[src/rtl/arb_pkg.sv]
// Shared definitions for the round-robin mux arbiter.
//   arb_state_e : arbiter FSM states
//   ARB_N       : number of requesters sharing the mux
//   ARB_IDX_W   : width of a requester index / mux select
package arb_pkg;

  localparam int ARB_N     = 4;
  localparam int ARB_IDX_W = 2;

  typedef enum logic {
    ARB_IDLE = 1'b0,
    ARB_OWN  = 1'b1
  } arb_state_e;

endpackage

[src/rtl/rr_pick.sv]
// Combinational round-robin pick.
//   req    : request vector
//   last   : round-robin pointer (most recent owner)
//   winner : first requester found scanning last+1, last+2, last+3, last
//   found  : high when any request bit is set
module rr_pick
  import arb_pkg::*;
(
  input  logic [ARB_N-1:0]     req,
  input  logic [ARB_IDX_W-1:0] last,
  output logic [ARB_IDX_W-1:0] winner,
  output logic                 found
);

  logic [ARB_IDX_W-1:0] idx;

  // Scan from the farthest offset down to the nearest so the last hit,
  // which overrides earlier ones, is the closest requester after `last`.
  // Offset ARB_N truncates to 0, i.e. `last` itself has lowest priority.
  always_comb begin
    winner = last;
    found  = 1'b0;
    idx    = last;
    for (int k = ARB_N; k >= 1; k--) begin
      idx = last + k[ARB_IDX_W-1:0];
      if (req[idx]) begin
        winner = idx;
        found  = 1'b1;
      end
    end
  end

endmodule

[src/rtl/rr_mux_arbiter.sv]
// Round-robin arbiter owning the select of a shared 4-to-1 mux.
//   clk   : clock, rising edge
//   rst_n : asynchronous active-low reset
//   req   : per-requester request, bit i -> mux input d{i}
//   grant : registered one-hot owner, zero when idle
//   sel   : registered mux select (owner index, held while idle)
//   busy  : registered, high while a grant is active
//
// state    | meaning
// ARB_IDLE | no owner; grant/busy low, sel holds previous owner
// ARB_OWN  | sel_q owns the mux; hold_q counts tenure cycles
module rr_mux_arbiter
  import arb_pkg::*;
#(
  parameter int HOLD_MAX = 8
) (
  input  logic                 clk,
  input  logic                 rst_n,
  input  logic [ARB_N-1:0]     req,
  output logic [ARB_N-1:0]     grant,
  output logic [ARB_IDX_W-1:0] sel,
  output logic                 busy
);

  localparam int                CNT_W     = $clog2(HOLD_MAX + 1);
  localparam logic [CNT_W-1:0]  HOLD_LAST = CNT_W'(HOLD_MAX - 1);
  localparam logic [ARB_N-1:0]  ONE_HOT0  = {{(ARB_N-1){1'b0}}, 1'b1};

  arb_state_e           state_q, state_d;
  logic [ARB_IDX_W-1:0] last_q, last_d;
  logic [ARB_IDX_W-1:0] sel_q, sel_d;
  logic [CNT_W-1:0]     hold_q, hold_d;
  logic [ARB_N-1:0]     grant_q, grant_d;
  logic                 busy_q, busy_d;

  logic [ARB_IDX_W-1:0] pick_winner;
  logic                 pick_found;
  logic                 others;
  logic                 take;

  // While owning, last_q equals the owner, so one pick serves both paths;
  // on timeout the owner sits at the lowest priority of the scan.
  rr_pick u_pick (
    .req    (req),
    .last   (last_q),
    .winner (pick_winner),
    .found  (pick_found)
  );

  assign others = |(req & ~(ONE_HOT0 << sel_q));

  always_comb begin
    state_d = state_q;
    last_d  = last_q;
    sel_d   = sel_q;
    hold_d  = hold_q;
    grant_d = grant_q;
    busy_d  = busy_q;
    take    = 1'b0;

    case (state_q)
      ARB_IDLE: begin
        take = pick_found;
      end
      ARB_OWN: begin
        if (!req[sel_q]) begin
          if (others) begin
            take = 1'b1;
          end else begin
            state_d = ARB_IDLE;
            grant_d = '0;
            busy_d  = 1'b0;
            hold_d  = '0;
          end
        end else if (hold_q == HOLD_LAST) begin
          if (others) take = 1'b1;
          else        hold_d = '0;
        end else begin
          hold_d = hold_q + 1'b1;
        end
      end
      default: begin
        state_d = ARB_IDLE;
        grant_d = '0;
        busy_d  = 1'b0;
      end
    endcase

    if (take) begin
      state_d = ARB_OWN;
      last_d  = pick_winner;
      sel_d   = pick_winner;
      grant_d = ONE_HOT0 << pick_winner;
      busy_d  = 1'b1;
      hold_d  = '0;
    end
  end

  always_ff @(posedge clk or negedge rst_n) begin
    if (!rst_n) begin
      state_q <= ARB_IDLE;
      last_q  <= ARB_IDX_W'(ARB_N - 1);
      sel_q   <= '0;
      hold_q  <= '0;
      grant_q <= '0;
      busy_q  <= 1'b0;
    end else begin
      state_q <= state_d;
      last_q  <= last_d;
      sel_q   <= sel_d;
      hold_q  <= hold_d;
      grant_q <= grant_d;
      busy_q  <= busy_d;
    end
  end

  assign grant = grant_q;
  assign sel   = sel_q;
  assign busy  = busy_q;

endmodule

[config.mk]
export PLATFORM = sky130hd
export DESIGN_NAME = rr_mux_arbiter
export DESIGN_NICKNAME = d
export VERILOG_FILES = /design/src/rtl/arb_pkg.sv /design/src/rtl/rr_pick.sv /design/src/rtl/rr_mux_arbiter.sv
export SDC_FILE = /design/constraint.sdc
export NUM_CORES = 1
export LEC_CHECK = 0
export ABC_CLOCK_PERIOD_IN_PS = 4100
export CORE_MARGIN = 5
export CORE_UTILIZATION = 53
export DETAILED_ROUTE_END_ITERATION = 7
export PLACE_DENSITY = 0.86
export SYNTH_ARGS = -nofsm -noshare
export SYNTH_HDL_FRONTEND = slang
export SYNTH_SLANG_ARGS = --single-unit
[constraint.sdc]
create_clock -name clk -period 4.1 [get_ports clk]
set_clock_uncertainty 0.05 [all_clocks]
set_input_delay 0.41 -clock clk [delete_from_list [all_inputs] [get_ports clk]]
set_output_delay 0.41 -clock clk [all_outputs]
set_load 0.05 [all_outputs]
==> results of run 1 <==
state kept, by name, indices dropped and copies added (netlist names):
register and flops:
busy 1, grant 4, hold_q 4, last_q 2
sel 2, state_q 1
per-stage QoR:
step	setup slack (ns)	total power [mW]	util [%]	cell area, um^2
after floorplan	1.94	0.502	-	742
after global placement	1.72	0.595	66.9	881
after detailed placement	1.65	0.607	66.9	881
after CTS	1.94	0.710	69.6	917
after global routing	1.80	0.756	69.6	917
final	1.91	0.708	69.6	917
routing by layer:
metal  track usage [%]  part of all wire (%)  vias up
li1                  -                     -      305
met1              20.8                    42      315
met2              27.5                    50       17
met3              6.02                   5.8        4
met4              12.7                   2.3        0
met5                 0                     0        -
cells in the final DEF (no fill, tap or decap), types with 2 or more instances in the layout:
cell              n
clkdlybuf4s50_1  12
a22o_1            3
inv_1             3
dfstp_2           2
nor2_1            8
clkbuf_4          3
nand2b_1          3
o21ai_0           8
o21a_1            3
o2bb2ai_1         2
a32o_1            2
nand2_1           7
a21oi_1           3
dfrtp_1          12
cell families after synthesis:
kind of cell	count (synthesis)	share of synthesized area [%]
simple gates	28	19.7
compound gates	25	25.1
flops	14	47.6
buf+inv	3	1.52
mux	2	4.38
fa+ha+maj	1	1.69
how the worst max path moves through the flow:
| stage | from | endpoint | slack, ns | cells after the start |
|---|---|---|---|---|
| floorplan | sel[1]$_DFFE_PN0P_ | grant[1]$_DFFE_PN0P_ | 1.94 | 5 |
| global placement | req[3] | grant[3]$_DFFE_PN0P_ | 1.72 | 6 |
| detailed placement | req[3] | grant[3]$_DFFE_PN0P_ | 1.65 | 6 |
| CTS | req[3] | grant[3]$_DFFE_PN0P_ | 1.94 | 6 |
| global route | req[2] | grant[1]$_DFFE_PN0P_ | 1.80 | 6 |
| finish | req[3] | grant[1]$_DFFE_PN0P_ | 1.91 | 6 |
report_power, final:
group          total [mW]  internal [mW]  leakage [nW]  switching, mW
sequential          0.241          0.194         0.168         0.0474
clock               0.102         0.0541        0.0210         0.0481
combinational       0.365          0.152         0.203          0.213
total               0.708          0.400         0.392          0.308
critical path: cells and delay by family:
kind                   cells  cell delay, ns
muxes                      1            0.55
buffers and inverters      1            0.53
AOI/OAI and AO/OA          2            0.48
and+or+nand+nor            2            0.39
final cells by class:
class                   instances  area share (%)
multi-input cells              56            41.2
flip-flops and latches         14            38.5
repair buffers                 12            13.1
clock buffers                   4            3.96
well taps                      15            2.05
inverters                       3            1.23
==> flow_metrics.env, run 1 <==
export IMPL_final_period_utilization_pct=53.3
export IMPL_hold_violations=0
export IMPL_cts_tree="done"
export IMPL_yosysWarningCount=0
export IMPL_fillers=93
export IMPL_status="finished clean"
export IMPL_worst_pin_slew_ns=0.701
export IMPL_cts_hold_buffers_added=0
export IMPL_synth_area_um2=742
export IMPL_synth_top_cells_by_area="dfrtp_1, dfstp_2, o21ai_0"
export IMPL_grt_usage_pct=17.9
export IMPL_detail_route_wl_per_cell_um=15.5
export IMPL_arrival_ns=2.37
export IMPL_drt_initial_drc_count=19
export IMPL_die_w_um=47.4
export IMPL_cts_root_buf="clkbuf_4"
export IMPL_antenna_cells=0
export IMPL_antenna_found_initial=0
export IMPL_reg2reg_slack_ns=2.10
export IMPL_ctsLongestPathBuffers=2
export IMPL_hold_slack_ns=0.443
export IMPL_dp_cells=100
export IMPL_rows=13
export IMPL_final_nets=97
export IMPL_min_period_ns=2.19
export IMPL_clkSlewWorstSetupHoldPaths_ns=0.09
export IMPL_hpwl_mm=1.22
export IMPL_first_pass_iters=4
export IMPL_avgSynthCellArea_um2=10.2
export IMPL_tns_ns=0
export IMPL_regToRegStartpoint="sel[1]$_DFFE_PN0P_"
export IMPL_htreeDepth=1
export IMPL_min_path_type="input pin to asynchronous set/reset pin"
export IMPL_setup_viol=0
export IMPL_yosys_register_bits=14
export IMPL_cts_buffers=3
export IMPL_clock_sinks=14
export IMPL_grt_pass1_vias=628
export IMPL_maxCapViolations=0
export IMPL_ant_nets=0
export IMPL_synth_top_area_share_pct=40.5
export IMPL_pin_count=13
export IMPL_crit_chain="clkdlybuf4s50_1, mux4_2, and2_4, o31ai_4, and2_1, a22o_1"
export IMPL_postSynthCellCount=73
export IMPL_grt_max_degree=15
export IMPL_syn_nets=80
export IMPL_start_util_pct=56.3
export IMPL_synthTopCellsByCount="dfrtp_1, nor2_1, o21ai_0"
export IMPL_cp_start_kind="input pin"
export IMPL_place_gp_congestion=0.816
export IMPL_syn_to_final_growth_pct=23.6
export IMPL_clk_latency_ns=0.29
export IMPL_core_area_um2=1320
export IMPL_drv_slew=0
export IMPL_ff2ff_path_depth=5
export IMPL_crit_path_max_incr_delay_ns=0.55
export IMPL_async_flop_share_pct=100
export IMPL_endpoint_kind="flip-flop"
export IMPL_die_h_um=47.4
export IMPL_post_cts_setup_buffer_count=0
export IMPL_rsz0062_at_grt="false"
export IMPL_synth_top_cell_by_area="dfrtp_1"
export IMPL_seq_area_frac_synth_pct=47.6
export IMPL_die_area_um2=2250
export IMPL_synth_edf_count=0
export IMPL_crit_path_max_fanout=9
export IMPL_ir_worst_vdd_mv=0.502
export IMPL_drt_total_wl_mm=1.62
export IMPL_max_slew_margin_rel_pct=52.6
export IMPL_synth_most_common_cell="dfrtp_1"
export IMPL_viasPerCell=6.16
export IMPL_ys_flop_type="dfrtp_1"
export IMPL_leakage_nw=0.392
export IMPL_r2r_end="grant[1]$_DFFE_PN0P_"
export IMPL_seqCellArea_um2=353
export IMPL_io_buffers=12
export IMPL_vias=641
export IMPL_cpMaxStageDelayCell="mux4_2"
export IMPL_critPathRequiredTime_ns=4.28
export IMPL_drive_above_1_share_pct=12.4
export IMPL_grt_pass1_wl_mm=2.73
export IMPL_synth_cell_types=29
export IMPL_setup_worst_path_class="input pin to flip-flop"
export IMPL_stdcell_count=104
export IMPL_drc=0
export IMPL_multi_input_area_um2=378
export IMPL_cts_resized=0
export IMPL_grt_overflow=0
export IMPL_fmax_mhz=457
export IMPL_power_density_nw_per_um2=772
Power figures use the tool's default switching activity.
==> inputs of run 2 (changes only) <==
Settings changed: ABC_CLOCK_PERIOD_IN_PS 4100 to 2150, CORE_UTILIZATION 53 to 49, PLACE_DENSITY 0.86 to 0.81.
Clock period 4.1 ns to 2.15 ns, I/O delays scaled along.
==> run 2 against run 1 <==
Sequential power up 91%. Design area up 6.8%. Total power up 98%. Core utilization down 3.0 points. Wire length up 0.93%. Setup slack worse by 1.6 ns. Die area up 6.4%. Register-to-register slack worse by 1.8 ns. Worst hold slack worse by 0.19 ns. First-iteration DRC count down 26%. Non-clock buffer count up 8. Largest power group unchanged. Highest routed layer unchanged.
==> flow_metrics.env, run 2 (synthesis results as in run 1) <==
export IMPL_cts_tree="done"
export IMPL_detail_route_wl_per_cell_um=14.4
export IMPL_fmax_mhz=536
export IMPL_die_w_um=48.9
export IMPL_stdcell_count=113
export IMPL_setup_worst_path_class="flip-flop to flip-flop"
export IMPL_rsz0062_at_grt="false"
export IMPL_design_area_um2=980
export IMPL_cp_start_kind="flip-flop"
export IMPL_dp_cells=109
export IMPL_drv_slew=0
export IMPL_core_area_um2=1470
export IMPL_ant_nets=0
export IMPL_critPathRequiredTime_ns=2.27
export IMPL_timing_final_ws_setup_ns=0.285
export IMPL_final_nets=105
export IMPL_fin_util_pct=66.6
export IMPL_drt_total_wl_mm=1.63
export IMPL_viasPerCell=5.72
export IMPL_cts_resized=0
export IMPL_drive_above_1_share_pct=20.6
export IMPL_tns_ns=0
export IMPL_setup_viol=0
export IMPL_ctsLongestPathBuffers=2
export IMPL_hold_slack_ns=0.258
export IMPL_drt_initial_drc_count=14
export IMPL_max_slew_margin_rel_pct=60.6
export IMPL_htreeDepth=1
export IMPL_worst_pin_slew_ns=0.589
export IMPL_antenna_cells=0
export IMPL_clk_latency_ns=0.27
export IMPL_min_period_ns=1.87
export IMPL_leakage_nw=0.431
export IMPL_rows=14
export IMPL_drc=0
export IMPL_placed_area_um2=943
export IMPL_final_common_cell="clkdlybuf4s50_1"
export IMPL_grt_pass1_wl_mm=2.81
export IMPL_die_h_um=48.9
export IMPL_start_util_pct=50.4
export IMPL_power_density_nw_per_um2=1430
export IMPL_status="finished clean"
export IMPL_most_common_layout_cells="clkdlybuf4s50_1, dfrtp_1, nor2_1, o21ai_0, buf_4"
export IMPL_syn_to_final_growth_pct=32.0
export IMPL_io_buffers=12
export IMPL_min_path_type="input pin to asynchronous set/reset pin"
export IMPL_ir_worst_vdd_mv=0.857
export IMPL_preCtsSetupSlack_ns=0.0682
export IMPL_grt_overflow=0
export IMPL_pin_count=13
export IMPL_cts_buffers=3
export IMPL_finalPower_mw=1.40
export IMPL_hpwl_mm=1.27
export IMPL_vias=646
export IMPL_maxCapViolations=0
export IMPL_place_gp_congestion=0.820
export IMPL_grt_max_degree=15
export IMPL_grt_usage_pct=14.9
export IMPL_arrival_ns=1.99
export IMPL_post_cts_setup_buffer_count=0
export IMPL_clock_sinks=14
export IMPL_hold_violations=0
export IMPL_first_pass_iters=4
export IMPL_final_period_utilization_pct=86.8
export IMPL_grt_pass1_vias=656
export IMPL_die_area_um2=2390
export IMPL_crit_path_max_fanout=6
export IMPL_antenna_found_initial=0
export IMPL_endpoint_kind="flip-flop"
export IMPL_cts_hold_buffers_added=0
export IMPL_clkSlewWorstSetupHoldPaths_ns=0.08
export IMPL_cts_root_buf="clkbuf_4"
## run 2: final cells by class
class	instances	area, um^2
well taps	16	20.0
clock buffers	4	36.3
repair buffers	20	180
fillers	130	492
flip-flops and latches	14	354
inverters	3	11.3
multi-input cells	56	378
## run 2: final timing paths
kind | from | endpoint | slack [ns] | cells past startpoint
worst min register to register | grant[0]$_DFFE_PN0P_ | grant[0]$_DFFE_PN0P_ | 0.46 | 1
worst max register to register | sel[1]$_DFFE_PN0P_ | hold_q[3]$_DFFE_PN0P_ | 0.28 | 5
min in group clk | grant[0]$_DFFE_PN0P_ | grant[0]$_DFFE_PN0P_ | 0.46 | 1
worst max-delay path | sel[1]$_DFFE_PN0P_ | hold_q[3]$_DFFE_PN0P_ | 0.28 | 5
max in group asynchronous | rst_n | sel[1]$_DFFE_PN0P_ | 1.37 | 1
worst min-delay path | rst_n | grant[2]$_DFFE_PN0P_ | 0.26 | 1
## run 2: routing by layer
layer	routed length [um]	vias to the layer above	global-route usage (%)
li1	-	319	-
met1	763	309	19.1
met2	765	16	23.5
met3	80	2	2.75
met4	23	0	8.07
met5	0	-	0
## run 2: power breakdown
group | switching [mW] | total (mW) | internal [mW]
Sequential | 0.0894 | 0.461 | 0.371
Combinational | 0.423 | 0.760 | 0.338
Clock | 0.0811 | 0.184 | 0.103
## run 2: worst max-delay path, stage by stage, from the launching register on
cell and delay, ns:
dfrtp_2 0.43, mux4_2 0.54, buf_4 0.16, and2_2 0.21, a21o_1 0.16, a22o_1 0.22
==> variant, RTL diff (settings of run 2) <==
Set the package constant `ARB_N` to 8 (it was 4).
--- a/src/rtl/arb_pkg.sv
+++ b/src/rtl/arb_pkg.sv
@@ -6,3 +6,3 @@
 
-  localparam int ARB_N     = 4;
+  localparam int ARB_N     = 8;
   localparam int ARB_IDX_W = 2;
Ports: changed (resized grant and req); port bits go from 13 to 21. The function was not compared with the original's and may differ.
==> variant against run 2 <==
  * Clock power is 18% lower
  * Critical path type is now input pin to flip-flop
  * Synthesized area is 13% higher
  * Wire length is 10% higher
  * Sequential cell count stayed put
  * Fmax is 0.96% lower
  * Design area is 13% higher
  * Worst setup slack worse by 18 ps
  * Total power is 6.5% higher
  * Critical path depth is 2 higher
  * First-iteration DRC count is 21% lower
  * Final cell count is 17% higher
  * Utilization is 0.59 points lower
  * Critical endpoint is now grant[0]
  * Sequential power is 4% higher
==> variant: results (changes against run 2) <==
stage;metric;value;unit;change
run_status;outcome;finished, final reports clean;;unchanged
final_layout;clk_share;2.38;%;was 3.70%
synthesis;synth_common_cells;dfrtp_1 (12), nand2_1 (11), nor2_1 (10);;was dfrtp_1 (12), nor2_1 (8), o21ai_0 (8)
setup_path;cp_slowest_cell;or4_1;;was mux4_2
pwr;leakage;0.466;nW;was 0.431 nW
synthesis;synth_area_leaders;dfrtp_1 (36%), dfstp_2 (6.3%), nand2_1 (4.9%);;was dfrtp_1 (40%), dfstp_2 (7.1%), o21ai_0 (5.4%)
final_layout;fillers;136;;was 130
final_layout;multi_input_area_share;41.5;%;was 38.6%
final_layout;final-seq-area;354;um2;unchanged
setup_path;cp_top_family;simple AND/OR/NAND/NOR gates;;was multiplexers
route;via_per_inst;5.49;;was 5.72
global_routing;grt_use_met1;22.3;%;was 19.1%
route;wl;1800;um;was 1630 um
final_layout;inv_count;2;;was 3
floorplanning;tap_cells;17;;was 16
placement;io_buffers;16;;was 12
placement;place.gp.congestion;0.879;;was 0.820
global_routing;grt_util_all_layers;16.3;%;was 14.9%
synthesis;synth-seq-area-share;42.2;%;was 47.6%
setup_path;path_max_fanout;4;;was 6
pwr;powerComb;0.865;mW;was 0.760 mW
final_layout;final_cells;132;;was 113
final_layout;fin_area;0.00110;mm2;was 980 um2
synthesis;ys_types;40;;was 29
pwr;peakVddDrop;0.000874;V;was 0.000857 V
route;drt_iter0_markers;11;;was 14
synthesis;syn_inst;86;;was 73
global_routing;grt_pass1_wl;3310;um;was 2810 um
pwr;switching_share;44.8;%;was 42.2%
pwr;p_comb_share;57.8;%;was 54.1%
final_layout;buf_share;21.3;%;was 18.4%
placement;hpwlAfterDp;1440;um;was 1270 um
global_routing;grt_use_met2;25.1;%;was 23.5%
final_layout;fin_nets;127;;was 105
final_layout;multi_input_gates;69;;was 56
setup_path;slowest_delay;520;ps;was 540 ps
global_routing;grt_pass1_vias;763;;was 656
## variant: cell count changes after synthesis, moves of 3 or more
cell / before / now
nand2_1: 7 / 11
a31oi_1: 0 / 4
buf_4: 0 / 4
o21ai_1: 0 / 4
o21ai_0: 8 / 2
o21a_1: 3 / 0
## variant: logic make-up (layout without fill, tap and decap cells)
logic type               count (synthesis)  count (layout)  synth area share, %
other                                    1               4                0.448
AND/OR/NAND/NOR                         38              38                 25.7
buffers and inverters                    6              32                 4.48
AO/OA/AOI/OAI                           24              24                 21.7
adder cells (fa/ha/maj)                  1               1                 1.49
flip-flops                              14              14                 42.2
multiplexers                             2               2                 4.04
## variant: path summary, 6_finish.rpt
check | cells past startpoint | start | slack, ps | end
max | 7 | req[5] | 270 | grant[0]
min | 1 | rst_n | 280 | state_q
max reg2reg | 6 | sel[0] | 290 | grant[1]
min reg2reg | 1 | busy | 440 | busy
max in group asynchronous | 1 | rst_n | 1310 | sel[0]
min in group clk | 1 | busy | 440 | busy
